===== src/rtl/writeback.sv =====
`default_nettype none
// +--------------------------------------------------------------------------+
// | writeback: final pipeline stage. RF write/bypass register, SREG write   |
// | FIFO with valid/ready drain, back-pressure and retire counter.          |
// | Revision: 1.0                                                            |
// +--------------------------------------------------------------------------+

package core;
  localparam int REG_WIDTH     = 32;
  localparam int RF_ADDR_WIDTH = 5;
  localparam int ADDR_WIDTH    = 30;

  typedef struct packed {
    logic                  valid;
    logic [ADDR_WIDTH-1:0] addr;
    logic [31:0]           insn;
  } InsnBundle;
endpackage

module writeback #(
  parameter int REG_WIDTH     = core::REG_WIDTH,
  parameter int RF_ADDR_WIDTH = core::RF_ADDR_WIDTH,
  parameter int SQ_DEPTH      = 4,
  parameter int CNT_WIDTH     = 32
) (
  input  logic                        clk,
  input  logic                        rst_n,
  input  core::InsnBundle             insn,
  input  logic                        ex_rf_wr_en,
  input  logic [RF_ADDR_WIDTH-1:0]    ex_rf_wr_addr,
  input  logic [REG_WIDTH-1:0]        ex_rf_wr_val,
  input  logic                        ex_sreg_wr_en,
  input  logic [4:0]                  ex_sreg_wr_group,
  input  logic [2:0]                  ex_sreg_wr_regnum,
  input  logic [1:0]                  ex_sreg_wr_plevel,
  input  logic [REG_WIDTH-1:0]        ex_sreg_wr_val,
  output logic                        rf_we,
  output logic [RF_ADDR_WIDTH-1:0]    rf_waddr,
  output logic [REG_WIDTH-1:0]        rf_wdata,
  output logic                        sreg_req_valid,
  input  logic                        sreg_req_ready,
  output logic [4:0]                  sreg_req_group,
  output logic [2:0]                  sreg_req_regnum,
  output logic [1:0]                  sreg_req_plevel,
  output logic [REG_WIDTH-1:0]        sreg_req_val,
  output logic                        sreg_pending,
  output logic                        wb_stall,
  output logic                        sq_overflow,
  output logic                        retire_valid,
  output logic [core::ADDR_WIDTH-1:0] retire_addr,
  output logic [CNT_WIDTH-1:0]        retired_count
);

  localparam int c_PTR_W   = $clog2(SQ_DEPTH);
  localparam int c_CNT_W   = c_PTR_W + 1;
  localparam int c_ENTRY_W = 10 + REG_WIDTH;
  localparam logic [c_CNT_W-1:0] c_FULL      = c_CNT_W'(SQ_DEPTH);
  localparam logic [c_CNT_W-1:0] c_STALL_LVL = c_CNT_W'(SQ_DEPTH - 1);
  localparam logic [c_PTR_W-1:0] c_PTR_LAST  = c_PTR_W'(SQ_DEPTH - 1);

  logic                         r_rf_we;
  logic [RF_ADDR_WIDTH-1:0]     r_rf_waddr;
  logic [REG_WIDTH-1:0]         r_rf_wdata;
  logic                         r_retire_valid;
  logic [core::ADDR_WIDTH-1:0]  r_retire_addr;
  logic [CNT_WIDTH-1:0]         r_retired_count;

  logic [c_ENTRY_W-1:0]         r_mem [SQ_DEPTH];
  logic [c_PTR_W-1:0]           r_wr_ptr;
  logic [c_PTR_W-1:0]           r_rd_ptr;
  logic [c_CNT_W-1:0]           r_count;
  logic                         r_overflow;

  logic                         w_sq_empty;
  logic                         w_sq_full;
  logic                         w_pop;
  logic                         w_push;
  logic                         w_drop;
  logic [c_ENTRY_W-1:0]         w_entry;
  logic [c_ENTRY_W-1:0]         w_head;
  logic [c_PTR_W-1:0]           w_wr_ptr_nxt;
  logic [c_PTR_W-1:0]           w_rd_ptr_nxt;
  logic                         w_unused;

  // The raw instruction word is carried for debug upstream only.
  assign w_unused = ^insn.insn;

  // RF write port; address/data hold when idle so the bypass source stays stable.
  always_ff @(posedge clk or negedge rst_n) begin
    if (!rst_n) begin
      r_rf_we    <= 1'b0;
      r_rf_waddr <= '0;
      r_rf_wdata <= '0;
    end else begin
      r_rf_we <= ex_rf_wr_en;
      if (ex_rf_wr_en) begin
        r_rf_waddr <= ex_rf_wr_addr;
        r_rf_wdata <= ex_rf_wr_val;
      end
    end
  end

  always_ff @(posedge clk or negedge rst_n) begin
    if (!rst_n) begin
      r_retire_valid  <= 1'b0;
      r_retire_addr   <= '0;
      r_retired_count <= '0;
    end else begin
      r_retire_valid <= insn.valid;
      r_retire_addr  <= insn.addr;
      if (insn.valid) begin
        r_retired_count <= r_retired_count + CNT_WIDTH'(1);
      end
    end
  end

  assign w_sq_empty   = (r_count == '0);
  assign w_sq_full    = (r_count == c_FULL);
  assign w_pop        = !w_sq_empty && sreg_req_ready;
  // A full queue still accepts a push when the head leaves in the same cycle.
  assign w_push       = ex_sreg_wr_en && (!w_sq_full || w_pop);
  assign w_drop       = ex_sreg_wr_en && !w_push;
  assign w_entry      = {ex_sreg_wr_group, ex_sreg_wr_regnum, ex_sreg_wr_plevel, ex_sreg_wr_val};
  assign w_wr_ptr_nxt = (r_wr_ptr == c_PTR_LAST) ? '0 : r_wr_ptr + c_PTR_W'(1);
  assign w_rd_ptr_nxt = (r_rd_ptr == c_PTR_LAST) ? '0 : r_rd_ptr + c_PTR_W'(1);

  always_ff @(posedge clk or negedge rst_n) begin
    if (!rst_n) begin
      for (int i = 0; i < SQ_DEPTH; i++) begin
        r_mem[i] <= '0;
      end
      r_wr_ptr   <= '0;
      r_rd_ptr   <= '0;
      r_count    <= '0;
      r_overflow <= 1'b0;
    end else begin
      if (w_push) begin
        r_mem[r_wr_ptr] <= w_entry;
        r_wr_ptr        <= w_wr_ptr_nxt;
      end
      if (w_pop) begin
        r_rd_ptr <= w_rd_ptr_nxt;
      end
      case ({w_push, w_pop})
        2'b10:   r_count <= r_count + c_CNT_W'(1);
        2'b01:   r_count <= r_count - c_CNT_W'(1);
        default: r_count <= r_count;
      endcase
      if (w_drop) begin
        r_overflow <= 1'b1;
      end
    end
  end

  assign w_head          = r_mem[r_rd_ptr];
  assign sreg_req_group  = w_head[REG_WIDTH+9 -: 5];
  assign sreg_req_regnum = w_head[REG_WIDTH+4 -: 3];
  assign sreg_req_plevel = w_head[REG_WIDTH+1 -: 2];
  assign sreg_req_val    = w_head[REG_WIDTH-1:0];
  assign sreg_req_valid  = !w_sq_empty;
  assign sreg_pending    = !w_sq_empty;
  // Stall one entry early: execute may already have a write in flight.
  assign wb_stall        = (r_count >= c_STALL_LVL);
  assign sq_overflow     = r_overflow;

  assign rf_we         = r_rf_we;
  assign rf_waddr      = r_rf_waddr;
  assign rf_wdata      = r_rf_wdata;
  assign retire_valid  = r_retire_valid;
  assign retire_addr   = r_retire_addr;
  assign retired_count = r_retired_count;

endmodule

`default_nettype wire


===== config.mk =====
export PLATFORM = sky130hd
export DESIGN_NAME = writeback
export DESIGN_NICKNAME = d
export VERILOG_FILES = /design/src/rtl/writeback.sv
export SDC_FILE = /design/constraint.sdc
export NUM_CORES = 1
export LEC_CHECK = 0
export CAP_MARGIN = 20
export CORE_MARGIN = 2
export CORE_UTILIZATION = 30
export CTS_CLUSTER_SIZE = 16
export DETAILED_ROUTE_END_ITERATION = 6
export GPL_ROUTABILITY_DRIVEN = 0
export SLEW_MARGIN = 0
export SYNTH_ARGS = -nofsm -noshare
export SYNTH_HDL_FRONTEND = slang
export SYNTH_SLANG_ARGS = --single-unit

===== constraint.sdc =====
create_clock -name clk -period 4.31 [get_ports clk]
set_clock_uncertainty 0.1 [all_clocks]
set_input_delay 0.6465 -clock clk [delete_from_list [all_inputs] [get_ports clk]]
set_output_delay 0.6465 -clock clk [all_outputs]
set_load 0.01 [all_outputs]

# Yosys cells after proc, flatten, opt, wreduce, memory -nomap -nowiden
# Index checks and enable logic that the tools add are counted.
# totals
register_bits,277
elab_cells,49
# op_classes
addsub,5
order_cmp,4
eq_ne,5
mux,9
bitwise,2
n_reduce_logical,10
# ops
op,count
bitwise mux 168 bit,1
two-way mux 42 bit,3
binary-select mux 42 bit (select 2 bit),1
demux 42 bit (select 2 bit),1
adder 32 x 1 -> 32 bit (second input constant),1
equality test 2 bit (second input constant),3
greater-or-equal comparator 3 bit (second input constant),2
inverter 2 -> 3 bit,2
one-hot mux 3 bit (2 select lines),1
adder 2 x 1 -> 2 bit (second input constant),2
logical AND 1 bit,4
two-way mux 2 bit,2
adder 3 x 1 -> 3 bit (second input constant),1
equality test 3 bit (second input constant),1
greater-or-equal comparator 3 x 2 -> 1 bit (second input constant),1
logical NOT 1 bit,3
logical NOT 3 bit,1
less-than comparator 3 x 1 -> 1 bit (second input constant),1
subtractor 3 x 1 -> 3 bit (second input constant),1
equality test 2 x 1 -> 1 bit (second input constant),1
nonzero test 2 bit,1
logical OR 1 bit,1

# Depth between registers and ports, before layout
# Gate-level depths: netlist (run 1).
# logic_depth
depth_word,7
ltp_mapped,10
mapped_depth_nobuf,9

# Worst setup path after synthesis (run 1)
# No wires, ideal clock.
# synth_timing
path_type,input-to-reg
start,input port sreg_req_ready
end,register r_count[2]
t_arrival_ns,2.204
slack_ns,1.927
path_stages,10
path_cell_list,nor4b_2 > nor2b_2 > buf_6 > inv_1 > ha_1 > inv_1 > fa_1 > xor2_1 > nor2_1 > xor2_1
# synth_via
elab_chain_cells,5
word_cells_on_any_way,7
# synth_lines
item,line,rtl
from (decl),41,"input logic sreg_req_ready,"
logical AND 1 bit *,119,assign w_pop = !w_sq_empty && sreg_req_ready;
logical OR 1 bit,121,assign w_push = ex_sreg_wr_en && (!w_sq_full || w_pop);
logical AND 1 bit,121,
equality test 2 x 1 -> 1 bit / equality test 2 bit (equally long branches),144,"case ({w_push, w_pop})"
one-hot mux 3 bit (2 select lines) / nonzero test 2 bit (equally long branches),--,
to (signal assigned),145,2'b10: r_count <= r_count + c_CNT_W'(1);
to (signal assigned),146,2'b01: r_count <= r_count - c_CNT_W'(1);
to (signal assigned),147,default: r_count <= r_count;
to (decl),71,logic [c_CNT_W-1:0] r_count;
# Every way passes the cells marked *; elsewhere a longest branch is shown, timed or not.
# A chain may end at the register's enable or synchronous reset.

# Final worst setup path (run 1)
# layout_timing
start,register r_rd_ptr[0]
end,output port sreg_req_val[21]
# layout_via
elab_chain_cells,4
# layout_lines
item,line,rtl
from (decl),70,logic [c_PTR_W-1:0] r_rd_ptr;
from (signal assigned),142,r_rd_ptr <= w_rd_ptr_nxt;
inverter 2 -> 3 bit (implied by the code),155,assign w_head = r_mem[r_rd_ptr];
binary-select mux 42 bit (select 2 bit),155,
two-way mux 42 bit (implied by the code) (2 in a row),155,
to (decl),45,"output logic [REG_WIDTH-1:0] sreg_req_val,"
# No other way between the ends. The select of a mux whose other input is x is not followed.

==> results by group, run 1 <==
Logic synthesis
  • Most common cell in the netlist: dfrtp_1
  • Commonest cells post-synth: dfrtp_1 (277), mux2_4 (160), mux2_2 (47)
  • Async SR Flop Fraction: 100%
  • Area leader, netlist: dfrtp_1
  • Synth top area cells: dfrtp_1 (57%), mux2_4 (20%), mux4_2 (7.7%)
  • Mapped Cells: 682
  • Syn Nets: 837
  • Mapped cell area: 12,300 sq um
  • Distinct cells, synth: 37
  • Commonest register cell after synthesis: dfrtp_1
  • Register area share after synthesis: 56.5%
  • Syn_area_per_cell: 18.0 sq um
  • Syn. warnings: 0
  • Top cell type's share of synthesized area: 56.5%
  • Number of synthesized register bits: 277
  • Post-synth EDFFs: 0

Timing
  • Final-report hold violation count: 0
  • Achievable Freq: 0.291 GHz
  • Final Setup Violations: 0
  • Setup tns final: 0 ns
  • Slew at the pin with the worst max-slew slack: 0.919 ns
  • Final Max Tran Viols: 0
  • Tcrit/Tclk final: 79.8%
  • Tmin final: 3.44 ns
  • RSZ-0062 raised after global routing: false
  • Max-slew headroom: 38.3%

Clock network
  • Clock latency on the worst-skew pair: 0.51 ns
  • Total CTS buffers: 34
  • Clock Sinks: 277
  • CTS tree: built
  • Clock tree root driver cell: clkbuf_16
  • Post-CTS setup buffer count: 0
  • CTS resizes: 0
  • Htree depth: 2
  • Reg clk slew, reported paths: 0.06 ns
  • Deepest clock path buffer count: 3
  • CTS Hold Buffers Added: 0

Job
  • MaxCap Viol Count: 0

Worst hold path
  • Hold WC Path Type: in2async

Critical path
  • CP arrival: 2.69 ns
  • CP Buf/Inv Count: 2
  • CP endpoint kind: output port
  • CP startpoint: r_rd_ptr[0]
  • CP max stage cell: dfrtp_4
  • CP Depth: 3
  • Worst Setup Start Kind: register
  • Critical path class: reg2out
  • Reg-to-reg setup timing slack: 1.96 ns
  • Crit-path max FO: 25
  • Worst reg2reg path depth: 10
  • Crit Reg-Reg Startpoint: r_count[0]
  • Max incr delay on CP: 0.80 ns
  • CP Data Required Time: 3.56 ns
  • CP delay by family, top: flip-flops
  • Worst-path cell chain: buf_12 -> mux4_2 -> clkdlybuf4s50_1

Global route
  • First-pass GRT wire length: 43.2 mm
  • GR Overflow Total: 0
  • Met1 Usage GRT: 17.7%
  • Vias in the first global route: 7,345
  • Initial antenna violation count: 0
  • Grt peak-use layer: met2
  • Largest net degree at the start of global routing: 109
  • Total Routing Usage GR: 13.2%
  • GR Util met2: 20.7%
  • Met3 Use GR: 2.84%

Pwr
  • Lkg Pwr: 7.27 nW
  • Power density over the cells: 700 nW/um^2
  • VDD IR-drop max: 0.413 mV
  • Total power: 11.4 mW

Route
  • Vias per inst: 4.45
  • Drc violations: 0
  • Drt first-iter violations: 175
  • Drt total wl: 27.5 mm
  • Drt pass-1 iters: 4
  • Via Count: 6,704
  • Post-route ant nets: 0
  • Avg WL per Cell: 18.3 um

Cells and area
  • Share of layout cells above drive strength 1: 33.5%
  • Antenna diodes: 0
  • Number of nets in the layout: 1,107
  • Area Growth Syn to Fin: 32.5%

Placed design
  • Dpl hpwl: 16.8 mm
  • IO buf count: 261

Floorplanning
  • Die area: 42,500 sq um
  • Site Rows: 74
  • I/O pin count: 294
  • Die Ht: 206 um
  • Starting Density: 30.3%
  • Die width: 206 um
  • Core ar.: 40,600 sq um

Outcome
  • Status: finished, final reports clean
[metal layers]
layer,wire [um],share of wire (%)
met5,0,0
met4,706,2.6
met1,12500,45
met3,1380,5.0
met2,12900,47
[cells in the final DEF (no fill, tap or decap), types with 3 or more instances in the layout]
master,instances
nand2_8,4
xor2_1,9
nand2_1,13
nand4_2,4
mux4_2,42
nand3_2,4
and4_1,3
nor3_1,3
inv_1,8
nand4_4,3
nor2_1,5
and3_1,3
o21ai_0,3
clkbuf_1,14
mux2_4,160
clkdlybuf4s50_1,259
nand4_1,7
dfrtp_1,275
ha_1,7
a21o_1,3
clkbuf_16,35
nand3_1,7
xnor2_1,24
clkbuf_8,3
buf_12,4
mux2_2,47
[stage by stage]
step,instance area (sq um),worst slack (ns),hold WS [ns],instances,util [%]
after global routing,16300,0.708,0.164,1505,40.1
after global placement,15200,1.30,0.348,1448,37.6
after floorplan,12300,1.93,0.251,682,-
after detailed placement,15200,1.30,0.347,1448,37.6
after CTS,16300,0.749,0.113,1505,40.1
final,16300,0.869,0.0957,1505,40.1
[registers in the layout (all words and copies together), names as in the netlist, 2 cells and up]
register,flops
r_mem,168
retired_count,32
rf_wdata,32
retire_addr,30
rf_waddr,5
r_count,3
r_rd_ptr,2
r_wr_ptr,2
[cell families after synthesis]
group,share of synthesized area (%)
buf+inv,3.61
xor+xnor,2.49
mux,31.6
fa+ha+maj,0.877
flops,56.5
compound gates,0.306
simple gates,4.61
[cell type report]
class,instances,area [sq um]
multi-input combinational,364,4890
clock buffer,52,970
clock inverter,5,56.3
fill,3768,24300
inverter,8,30.0
timing repair buffer,267,2710
sequential,277,6940
tap,532,666
[worst paths after layout]
path | to
min reg2reg | sq_overflow
max in group asynchronous | retire_addr[2]
min | retired_count[0]
min in group clk | sq_overflow
max | sreg_req_val[21]
max reg2reg | r_count[2]
[where the power goes]
part / leakage [nW] / total (mW) / switching (mW) / internal, mW
Sequential: 3.33 / 4.22 / 0.674 / 3.54
Clock: 0.496 / 2.70 / 1.09 / 1.60
Combinational: 3.45 / 4.46 / 1.48 / 2.98
Note: power is estimated with default switching activity, not from simulation.
==> inputs of run 2 (changes only) <==
==> constraint.sdc (replaced) <==
create_clock -name clk -period 3.4 [get_ports clk]
set_clock_uncertainty 0.1 [all_clocks]
set_input_delay 0.51 -clock clk [delete_from_list [all_inputs] [get_ports clk]]
set_output_delay 0.51 -clock clk [all_outputs]
set_load 0.01 [all_outputs]
==> results by group, run 2 (same netlist as run 1, synthesis figures left out) <==
Critical path
  • Worst-path cell chain: buf_4 -> mux4_2 -> clkdlybuf4s50_1
  • Worst reg2reg path depth: 4 (-6)
  • Max incr delay on CP: 0.70 ns (-0.10 ns)
  • CP startpoint: r_rd_ptr[0]
  • CP arrival: 2.58 ns (-0.11 ns)
  • CP endpoint kind: output port
  • CP max stage cell: dfrtp_4
  • Worst setup path end: sreg_req_val[3]
  • Worst Setup Start Kind: register
  • Reg-to-reg critical path endpoint: r_mem[49]
  • Crit Reg-Reg Startpoint: r_count[2]
  • Critical path class: reg2out
  • Reg-to-reg setup timing slack: 0.77 ns (-1.19 ns)
  • Crit-path max FO: 17 (-32%)
  • CP Data Required Time: 2.79 ns (-0.77 ns)

Timing
  • Achievable Freq: 0.314 GHz
  • Tcrit/Tclk final: 93.8%
  • Final Setup Violations: 0 (unchanged)
  • Slew at the pin with the worst max-slew slack: 0.967 ns (+0.0478 ns)
  • Final Max Tran Viols: 0 (unchanged)
  • RSZ-0062 raised after global routing: false
  • Final-report hold violation count: 0 (unchanged)
  • Tmin final: 3.19 ns
  • Max-slew headroom: 35.3% (-3.0 points)
  • Setup tns final: 0 ns (unchanged)

Route
  • Via Count: 6,753 (+0.73%)
  • Drc violations: 0 (unchanged)
  • Drt total wl: 27.9 mm (+1.6%)
  • Drt first-iter violations: 191 (+9.1%)
  • Avg WL per Cell: 18.5 um (+1.1%)
  • Post-route ant nets: 0 (unchanged)
  • Drt pass-1 iters: 4 (unchanged)
  • Vias per inst: 4.46 (+0.20%)

Cells and area
  • Most common cell after layout, fill and taps aside: dfrtp_1
  • Antenna diodes: 0 (unchanged)
  • Core Util, Final: 40.4% (+0.34 points)
  • Area Growth Syn to Fin: 33.6%
  • Share of layout cells above drive strength 1: 34.7% (+1.2 points)
  • Number of nets in the layout: 1,112 (+0.45%)
  • Commonest cells after routing, fill and taps aside: dfrtp_1 (275), clkdlybuf4s50_1 (259), mux2_4 (160)
  • Fillers: 3,752 (-0.42%)
  • Biggest register: r_mem
  • Largest register FFs: 168 (unchanged)

Floorplanning
  • Die area: 42,500 sq um (unchanged)
  • Starting Density: 30.3% (unchanged)
  • Core ar.: 40,600 sq um (unchanged)
  • Die Ht: 206 um (unchanged)
  • Site Rows: 74 (unchanged)
  • Die width: 206 um (unchanged)
  • I/O pin count: 294 (unchanged)

Global route
  • Initial antenna violation count: 0 (unchanged)
  • First-pass GRT wire length: 43.8 mm (+1.4%)
  • Vias in the first global route: 7,426 (+1.1%)
  • Total Routing Usage GR: 13.4% (+0.19 points)
  • Largest net degree at the start of global routing: 96 (-12%)
  • GR Overflow Total: 0 (unchanged)

Placed design
  • IO buf count: 261 (unchanged)
  • Dpl hpwl: 16.9 mm (+0.70%)

Pwr
  • VDD IR-drop max: 0.558 mV (+35%)
  • Power density over the cells: 891 nW/um^2 (+27%)
  • Total power: 14.6 mW (+28%)
  • Lkg Pwr: 7.35 nW (+1.1%)

Clock network
  • Reg clk slew, reported paths: 0.06 ns (about the same)
  • Clock tree root driver cell: clkbuf_16
  • Clock Sinks: 277 (unchanged)
  • CTS tree: built
  • Deepest clock path buffer count: 3 (unchanged)
  • CTS resizes: 0 (unchanged)
  • Total CTS buffers: 34 (unchanged)
  • Clock latency on the worst-skew pair: 0.52 ns (about the same)
  • Htree depth: 2 (unchanged)

Outcome
  • Status: finished, final reports clean

Job
  • MaxCap Viol Count: 0 (unchanged)

Worst hold path
  • Hold WC Path Type: in2reg
run 2: routing by layer:
layer  up-vias  GRT usage [%]  routed length (um)
met5         -              0                   0
met4         0           5.10                 680
li1       3018              -                   -
met2       140           21.3               13300
met3        44           2.60                1260
met1      3551           18.0               12700
run 2: layout make-up:
| cell class | count | area [sq um] | share of cell area (%) |
|---|---|---|---|
| clock buffers | 51 | 1010 | 6.19 |
| clock inverters | 9 | 95.1 | 0.580 |
| inverters | 8 | 30.0 | 0.183 |
| multi-input cells | 364 | 4890 | 29.8 |
| flip-flops and latches | 277 | 6940 | 42.3 |
| well taps | 532 | 666 | 4.06 |
| repair buffers | 272 | 2760 | 16.8 |
run 2: worst min-delay path by stage:
stage / start / to / slack (ns) / cells after the start
2_1_floorplan: rst_n / r_count[0] / 0.11 / 0
3_3_place_gp: sq_overflow / sq_overflow / 0.35 / 1
3_5_place_dp: sq_overflow / sq_overflow / 0.35 / 1
4_1_cts: insn[33] / retire_addr[1] / 0.27 / 1
5_1_grt: insn[46] / retire_addr[14] / 0.29 / 1
6_report: insn[33] / retire_addr[1] / 0.31 / 1
run 2: critical path, delay by kind of cell (launching register included):
kind | cells | cell delay (ns)
flip-flops | 1 | 0.70
multiplexers | 1 | 0.52
buffers and inverters | 2 | 0.83
run 2: power breakdown:
group	internal, mW	total, mW	leakage (nW)	switching (mW)
Sequential	4.49	5.27	3.33	0.779
Combinational	3.80	5.77	3.48	1.97
Clock	2.15	3.57	0.546	1.42
Total	10.4	14.6	7.35	4.17
run 2: stage by stage:
stage / cells / instance area [sq um] / hold WS [ns] / setup slack (ns)
after CTS: 1513 / 16400 / 0.268 / 0.109
after global placement: 1452 / 15300 / 0.346 / 0.280
final: 1513 / 16400 / 0.311 / 0.210
after global routing: 1513 / 16400 / 0.285 / 0.0289
after detailed placement: 1452 / 15300 / 0.345 / 0.283
after floorplan: 682 / 12300 / 0.114 / 1.15
run 2: timing repair:
item / 4_1_cts / 5_1_grt
setup buffers: 0 / 0
hold endpoints to repair: 88 / 0
hold buffers: 1 / 0
endpoints found under the setup margin: 0 / 0
==> inputs of run 3 (changes only) <==
--- a/config.mk
+++ b/config.mk
@@ -6,6 +6,7 @@
 export NUM_CORES = 1
 export LEC_CHECK = 0
 export CAP_MARGIN = 20
+export CORE_ASPECT_RATIO = 1.75
 export CORE_MARGIN = 2
 export CORE_UTILIZATION = 30
 export CTS_CLUSTER_SIZE = 16
==> results by group, run 3 (same netlist as run 1, synthesis figures left out) <==
Timing
  • Tmin final: 3.23 ns (+0.0397 ns)
  • Final-report hold violation count: 0 (unchanged)
  • Slew at the pin with the worst max-slew slack: 0.957 ns (-0.00944 ns)
  • Tcrit/Tclk final: 95.0% (+1.2 points)
  • RSZ-0062 raised after global routing: false
  • Max-slew headroom: 35.9% (+0.63 points)
  • Achievable Freq: 0.310 GHz (-1.2%)
  • Setup tns final: 0 ns (unchanged)
  • Final Max Tran Viols: 0 (unchanged)
  • Final Setup Violations: 0 (unchanged)

Pwr
  • Total power: 14.2 mW (-2.7%)
  • Internal: 10.1 mW (-3.2%)
  • Power density over the cells: 876 nW/um^2 (-1.7%)
  • VDD IR-drop max: 0.513 mV (-8.0%)
  • Clk pwr share: 22.1% (-2.3 points)
  • Switching portion of total power: 28.9% (+0.37 points)
  • Sequential share of power: 37.2% (+1.1 points)
  • Logic gate share of total power: 40.7% (+1.2 points)
  • Lkg Pwr: 7.25 nW (-1.3%)
  • Net Switching: 4.11 mW (-1.4%)

Floorplanning
  • Die Ht: 272 um (+32%)
  • Site Rows: 98 (+32%)
  • I/O pin count: 294 (unchanged)
  • Die width: 157 um (-24%)
  • Starting Density: 30.2% (about the same)
  • Die area: 42,600 sq um (+0.15%)
  • Core ar.: 40,600 sq um (about the same)

Global route
  • Vias in the first global route: 7,609 (+2.5%)
  • Initial antenna violation count: 0 (unchanged)
  • Total Routing Usage GR: 13.7% (+0.35 points)
  • GR Overflow Total: 0 (unchanged)
  • First-pass GRT wire length: 45.6 mm (+4.3%)
  • Largest net degree at the start of global routing: 78 (-19%)

Clock network
  • CTS Hold Buffers Added: 1 (unchanged)
  • Htree depth: 1 (-1)
  • Post-CTS setup buffer count: 0 (unchanged)
  • CTS resizes: 0 (unchanged)
  • Total CTS buffers: 28 (-18%)
  • CTS tree: built
  • Reg clk slew, reported paths: 0.07 ns (about the same)
  • Clock latency on the worst-skew pair: 0.56 ns (+0.04 ns)
  • Clock tree root driver cell: clkbuf_16
  • Clock Sinks: 277 (unchanged)
  • Deepest clock path buffer count: 3 (unchanged)

Placed design
  • IO buf count: 261 (unchanged)
  • DP Area: 15,300 sq um (+0.20%)
  • Dpl hpwl: 19.1 mm (+13%)

Critical path
  • Worst-path cell chain: buf_4 -> mux4_2 -> clkdlybuf4s50_1
  • Reg-to-reg setup timing slack: 0.83 ns (+0.06 ns)
  • Crit Reg-Reg Startpoint: r_count[2]
  • Worst Setup Start Kind: register
  • CP startpoint: r_rd_ptr[0]
  • Reg-to-reg critical path endpoint: r_mem[114]
  • CP Buf/Inv Count: 2 (unchanged)
  • Crit-path max FO: 19 (+2)
  • CP endpoint kind: output port
  • CP Depth: 3 (unchanged)
  • CP max stage cell: dfrtp_4
  • Critical path class: reg2out
  • Worst reg2reg path depth: 4 (unchanged)
  • CP Data Required Time: 2.79 ns (about the same)
  • Max incr delay on CP: 0.70 ns (about the same)
  • Worst setup path end: sreg_req_val[5]
  • CP arrival: 2.62 ns (+0.04 ns)
  • CP delay by family, top: buffers and inverters

Cells and area
  • Number of nets in the layout: 1,107 (-0.45%)
  • Area Growth Syn to Fin: 32.3%
  • Most common cell after layout, fill and taps aside: dfrtp_1
  • Biggest register: r_mem
  • Share of layout cells above drive strength 1: 34.0% (-0.67 points)
  • Antenna diodes: 0 (unchanged)
  • Core Util, Final: 40.0% (-0.44 points)
  • Largest register FFs: 168 (unchanged)
  • Commonest cells after routing, fill and taps aside: dfrtp_1 (275), clkdlybuf4s50_1 (259), mux2_4 (160)
  • Final instance area: 16,200 sq um (-1.0%)

Route
  • Drt first-iter violations: 182 (-4.7%)
  • Drc violations: 0 (unchanged)
  • Post-route ant nets: 0 (unchanged)
  • Drt pass-1 iters: 4 (unchanged)
  • Vias per inst: 4.45 (-0.33%)
  • Via Count: 6,753 (unchanged)
  • Avg WL per Cell: 19.1 um (+3.3%)
  • Drt total wl: 28.9 mm (+3.6%)

Worst hold path
  • Hold depth: 1 (unchanged)
  • Hold WC Path Type: in2reg

Outcome
  • Status: finished, final reports clean

Job
  • MaxCap Viol Count: 0 (unchanged)
-- run 3: how the worst min path moves through the flow --
| stage | slack, ns | endpoint | startpoint |
|---|---|---|---|
| global placement | 0.35 | sq_overflow | sq_overflow |
| CTS | 0.24 | retire_addr[10] | insn[42] |
| floorplan | 0.11 | r_count[0] | rst_n |
| detailed placement | 0.36 | sq_overflow | sq_overflow |
| global route | 0.25 | retire_addr[10] | insn[42] |
| finish | 0.28 | retire_addr[10] | insn[42] |
-- run 3: final cells by class --
type,instances,area (sq um)
timing repair buffer,273,2770
multi-input combinational,364,4890
clock buffer,37,774
inverter,8,30.0
sequential,277,6940
clock inverter,9,141
fill,3756,24400
tap,550,688
-- run 3: layer usage --
metal	track usage (%)	wire length, um	vias to the layer above
met3	2.04	1130	35
met4	4.03	566	0
met2	24.7	15600	143
met1	16.8	11600	3576
li1	-	-	2999
met5	0	0	-
-- run 3: through the flow --
step / hold slack [ns] / worst slack (ns) / instances
3_3_place_gp: 0.348 / 0.304 / 1471
3_5_place_dp: 0.357 / 0.308 / 1471
5_1_grt: 0.251 / 0.0185 / 1518
4_1_cts: 0.237 / 0.0706 / 1518
6_report: 0.278 / 0.171 / 1518
2_1_floorplan: 0.114 / 1.15 / 682
-- run 3: power by group through the flow --
stage	registers [mW]	logic, mW	clock network (mW)
4_1_cts	5.29	5.89	3.26
3_3_place_gp	5.29	5.79	0
3_5_place_dp	5.33	5.85	0
6_report	5.29	5.78	3.14
5_1_grt	5.45	6.16	3.38
2_1_floorplan	5.06	3.98	0
-- run 3: worst reg2reg max path, stage by stage, from the launching register on --
cell and delay, ns:
dfrtp_1 0.41, nor4b_2 0.18, nor2b_2 0.76, nand2_8 0.52
mux2_4 0.48
